**src/rtl/coeff_loader.sv**
```systemverilog
// Coefficient FIFO feeder: forwards host words to the FIFO, drops marker-pattern
// words, bounds each set to the FIFO depth and terminates it with the start marker.
module coeff_loader #(
    parameter int unsigned          RAM_WIDTH    = 32,
    parameter int unsigned          ADDR_LINES   = 5,
    parameter logic [RAM_WIDTH-1:0] START_MARKER = 32'h7F900000
) (
    input  logic                  clk_i,
    input  logic                  rstn_i,
    input  logic                  s_valid_i,
    output logic                  s_ready_o,
    input  logic [RAM_WIDTH-1:0]  s_data_i,
    input  logic                  s_last_i,
    input  logic                  flush_i,
    input  logic                  fifo_full_i,
    output logic                  fifo_wr_en_o,
    output logic [RAM_WIDTH-1:0]  fifo_data_o,
    output logic [ADDR_LINES:0]   coeff_cnt_o,
    output logic                  done_o,
    output logic                  busy_o,
    output logic                  nan_err_o,
    output logic                  ovf_err_o
);

    localparam int unsigned          DEPTH     = 2 ** ADDR_LINES;
    localparam logic [ADDR_LINES:0]  DEPTH_CNT = (ADDR_LINES + 1)'(DEPTH);

    typedef enum logic [1:0] {IDLE, LOAD, MARK, DONE} state_e;

    state_e                 state_q, state_d;
    logic                   wr_en_q, wr_en_d;
    logic [RAM_WIDTH-1:0]   data_q, data_d;
    logic [ADDR_LINES:0]    cnt_q, cnt_d;
    logic                   done_q, done_d;
    logic                   nan_err_q, nan_err_d;
    logic                   ovf_err_q, ovf_err_d;

    logic                   accept;
    logic                   is_marker;
    logic [ADDR_LINES:0]    cnt_inc;

    // Ready is gated by reset so every output reads 0 while reset is held.
    assign s_ready_o = rstn_i && (state_q == IDLE || state_q == LOAD) &&
                       !fifo_full_i && (cnt_q < DEPTH_CNT);
    assign accept    = s_valid_i && s_ready_o;
    assign is_marker = (s_data_i == START_MARKER);
    assign cnt_inc   = cnt_q + 1'b1;

    always_comb begin
        state_d   = state_q;
        wr_en_d   = 1'b0;
        data_d    = data_q;
        cnt_d     = cnt_q;
        done_d    = 1'b0;
        nan_err_d = nan_err_q;
        ovf_err_d = ovf_err_q;

        unique case (state_q)
            IDLE, LOAD: begin
                if (state_q == IDLE && flush_i) begin
                    nan_err_d = 1'b0;
                    ovf_err_d = 1'b0;
                end
                if (accept) begin
                    state_d = LOAD;
                    if (is_marker) begin
                        nan_err_d = 1'b1;
                    end else begin
                        wr_en_d = 1'b1;
                        data_d  = s_data_i;
                        cnt_d   = cnt_inc;
                    end
                    // An explicit last wins over the depth limit, so a full set that
                    // ends exactly on DEPTH words is not flagged as an overflow.
                    if (s_last_i) begin
                        state_d = MARK;
                    end else if (!is_marker && cnt_inc == DEPTH_CNT) begin
                        state_d   = MARK;
                        ovf_err_d = 1'b1;
                    end
                end
            end
            MARK: begin
                wr_en_d = 1'b1;
                data_d  = START_MARKER;
                done_d  = 1'b1;
                state_d = DONE;
            end
            DONE: begin
                if (flush_i) begin
                    state_d   = IDLE;
                    cnt_d     = '0;
                    nan_err_d = 1'b0;
                    ovf_err_d = 1'b0;
                end
            end
            default: state_d = IDLE;
        endcase
    end

    always_ff @(posedge clk_i or negedge rstn_i) begin
        if (!rstn_i) begin
            state_q   <= IDLE;
            wr_en_q   <= 1'b0;
            data_q    <= '0;
            cnt_q     <= '0;
            done_q    <= 1'b0;
            nan_err_q <= 1'b0;
            ovf_err_q <= 1'b0;
        end else begin
            state_q   <= state_d;
            wr_en_q   <= wr_en_d;
            data_q    <= data_d;
            cnt_q     <= cnt_d;
            done_q    <= done_d;
            nan_err_q <= nan_err_d;
            ovf_err_q <= ovf_err_d;
        end
    end

    assign fifo_wr_en_o = wr_en_q;
    assign fifo_data_o  = data_q;
    assign coeff_cnt_o  = cnt_q;
    assign done_o       = done_q;
    assign busy_o       = (state_q == LOAD) || (state_q == MARK);
    assign nan_err_o    = nan_err_q;
    assign ovf_err_o    = ovf_err_q;

endmodule

```
**config.mk**
```make
export PLATFORM = sky130hd
export DESIGN_NAME = coeff_loader
export DESIGN_NICKNAME = d
export VERILOG_FILES = /design/src/rtl/coeff_loader.sv
export SDC_FILE = /design/constraint.sdc
export NUM_CORES = 1
export LEC_CHECK = 0
export ABC_AREA = 1
export BUFFER_PORTS_ARGS = -buffer_cell sky130_fd_sc_hd__buf_2
export CORE_MARGIN = 4
export CORE_UTILIZATION = 40
export DETAILED_ROUTE_END_ITERATION = 10
export GPL_ROUTABILITY_DRIVEN = 0
export GPL_TIMING_DRIVEN = 1
export PLACE_DENSITY = 0.66
export SLEW_MARGIN = 30
export SYNTH_ARGS = -nofsm -noshare
export SYNTH_HDL_FRONTEND = slang
export SYNTH_SLANG_ARGS = --single-unit
```
**constraint.sdc**
```tcl
create_clock -name clk_i -period 2.4 [get_ports clk_i]
set_input_delay 0.48 -clock clk_i [delete_from_list [all_inputs] [get_ports clk_i]]
set_output_delay 0.48 -clock clk_i [all_outputs]
set_load 0.05 [all_outputs]
```
==> results.sh <==
export IMPL_start_kind="register"
export IMPL_final_common_cell="nand2_1"
export IMPL_hold_path_class="in -> async"
export IMPL_cp_end_kind="primary output"
export IMPL_avgRoutedWirePerCell_um=12.6
export IMPL_synth_seq_area_share=0.469
export IMPL_drt_pass1_iter_count=4
export IMPL_syn_to_final_growth_pct=22.8
export IMPL_drtIter0Drc=39
export IMPL_slew_headroom=0.515
export IMPL_ant_nets=0
export IMPL_cts_setup_buffers=0
export IMPL_grt_pass1_wl_um=8940
export IMPL_cts_root_buffer="clkbuf_8"
export IMPL_seq_area_um2=1100
export IMPL_syn_area_um2=2350
export IMPL_final_net_count=394
export IMPL_yosys_warnings=0
export IMPL_die_x_um=84.6
export IMPL_initial_core_util=0.419
export IMPL_status="finished clean"
export IMPL_max_stage_delay_ns=0.43
export IMPL_slew_viol_final=0
export IMPL_die_height_um=84.6
export IMPL_syn_avg_cell_area_um2=8.73
export IMPL_hpwl_um=4010
export IMPL_cts_sinks=44
export IMPL_ys_ff_latch=44
export IMPL_fmax_mhz=458
export IMPL_syn_inst=269
export IMPL_most_common_layout_cells="nand2_1 (89), buf_2 (81), dfrtp_1 (44)"
export IMPL_antenna_found_initial=0
export IMPL_cp_common_cell="nor2_1"
export IMPL_hold_viol_final=0
export IMPL_drive_gt1_frac=0.389
export IMPL_grt_usage=0.155
export IMPL_worstSkewPairLatency_ns=0.29
export IMPL_r2r_start="state_q[1]$_DFFE_PN0P_"
export IMPL_ios=82
export IMPL_multi_input_area_um2=1080
export IMPL_grt_pass1_vias=1937
export IMPL_core_area_um2=5610
export IMPL_rsz0062_at_grt="no"
export IMPL_fp_row_count=27
export IMPL_clk_pin_slew_ns=0.08
export IMPL_cts_resized=0
export IMPL_port_buffers=81
export IMPL_crit_required_ns=1.92
export IMPL_worstPathArrival_ns=1.70
export IMPL_r2r_end="fifo_data_o[20]$_DFFE_PN0P_"
export IMPL_cts_htree_levels=2
export IMPL_fin_crit_sh=0.909
export IMPL_holdBufCountCts=0
export IMPL_path_cells="inv_1, ha_1, nor2_1, nor2_1, buf_2"
export IMPL_viasPerCell=4.58
export IMPL_drc=0
export IMPL_dr_total_vias=1934
export IMPL_grt_ovfl_total=0
export IMPL_netlist_cell_type_count=26
export IMPL_drt_total_wl_um=5320
export IMPL_crit_type="reg -> out"
export IMPL_diodes=0
export IMPL_setup_viol=0
export IMPL_cts_buffer_depth=2
export IMPL_grt_max_degree=45
export IMPL_critical_path_endpoint="s_ready_o"
export IMPL_r2r_setup_slack_ns=0.41
export IMPL_slowest_stage="dfrtp_1"
export IMPL_startpoint="state_q[1]$_DFFE_PN0P_"
export IMPL_finClkSkew_ns=0.00440
export IMPL_tightest_slew_ns=0.727
export IMPL_min_period_ns=2.18
export IMPL_crit_fanout=6
export IMPL_syn_num_nets=313
export IMPL_worst_r2r_cell_count=7
export IMPL_die_area_um2=7160
export IMPL_cap_violations=0
export IMPL_cts_buffers=5
export IMPL_tns_ns=0
export IMPL_cts_tree="built"
export IMPL_n_fill_cell=569
-- cell usage after synthesis --
cell type / count / area (µm²)
inv_1: 20 / 75.1
nor2_2: 3 / 18.8
clkbuf_1: 2 / 7.51
or2_2: 1 / 6.26
o21ai_2: 34 / 298
xnor2_1: 3 / 26.3
nor3_1: 1 / 5.00
nand3b_1: 1 / 7.51
nand3_1: 5 / 25.0
nand3b_4: 1 / 20.0
nor2_1: 29 / 109
o21bai_1: 1 / 7.51
a31o_2: 1 / 8.76
o21ai_0: 5 / 25.0
o21ai_1: 4 / 20.0
nand3_4: 1 / 17.5
nand2_1: 89 / 334
buf_6: 7 / 78.8
nand3_2: 1 / 10.0
and2_1: 3 / 18.8
dfrtp_1: 44 / 1100
nand2_2: 2 / 12.5
a21oi_1: 3 / 15.0
buf_2: 1 / 5.00
ha_1: 6 / 75.1
o22ai_4: 1 / 20.0
-- worst min-delay path by stage --
stage | startpoint | endpoint | slack [ns] | cells past startpoint
finish | rstn_i | state_q[1]$_DFFE_PN0P_ | 0.33 | 2
global route | rstn_i | fifo_data_o[31]$_DFFE_PN0P_ | 0.38 | 2
CTS | rstn_i | state_q[1]$_DFFE_PN0P_ | 0.36 | 2
detailed placement | fifo_data_o[16]$_DFFE_PN0P_ | fifo_data_o[16]$_DFFE_PN0P_ | 0.46 | 2
global placement | fifo_data_o[16]$_DFFE_PN0P_ | fifo_data_o[16]$_DFFE_PN0P_ | 0.46 | 2
floorplan | rstn_i | coeff_cnt_o[0]$_DFFE_PN0P_ | 0.18 | 0
-- metal layers --
| layer | routed length, µm | vias to the layer above | GRT usage | part of all wire |
|---|---|---|---|---|
| li1 | - | 1009 | - | - |
| met1 | 2360 | 865 | 0.189 | 0.44 |
| met2 | 2500 | 50 | 0.251 | 0.47 |
| met3 | 339 | 10 | 0.0451 | 0.064 |
| met4 | 117 | 0 | 0.0705 | 0.022 |
| met5 | 0 | - | 0 | 0 |
-- worst max-delay path, delay by kind of cell, from the launching register on --
family                     cells  cell delay, ns
buffers and inverters          2            0.48
DFF                            1            0.43
adders and majority gates      1            0.30
and+or+nand+nor                2            0.21
-- cells by family after synthesis --
group | count (synthesis) | synth area share
xor gates and xnor gates | 3 | 0.0112
buffers and inverters | 30 | 0.0709
adders and majority gates | 6 | 0.0320
and+or+nand+nor | 137 | 0.249
DFF | 44 | 0.469
AOI/OAI and AO/OA | 49 | 0.168
-- area by class of cell --
cell class                 instances  share of cell area
sequential                        44               0.382
multi-input combinational        195               0.375
tap                               72              0.0313
timing repair buffer              84               0.153
clock buffer                       7              0.0334
inverter                          20              0.0260
-- through the flow --
stage / util / setup slack (ns) / cell area [µm²] / instances / hold slack, ns
after floorplan: - / 0.371 / 2350 / 269 / 0.184
after global placement: 0.497 / 0.465 / 2790 / 415 / 0.459
after detailed placement: 0.497 / 0.413 / 2790 / 415 / 0.462
after CTS: 0.514 / 0.193 / 2880 / 422 / 0.358
after global routing: 0.514 / 0.0937 / 2880 / 422 / 0.383
final: 0.514 / 0.219 / 2880 / 422 / 0.332
-- flip-flops by register name (all words and copies together) (netlist names) --
signal and flops:
fifo_wr_en_o 1, ovf_err_o 1, done_o 1, coeff_cnt_o 6, nan_err_o 1, state_q 2, fifo_data_o 32
Power is not shown: default switching activity piles up to over one toggle a cycle in this logic, so the estimate is an artifact.
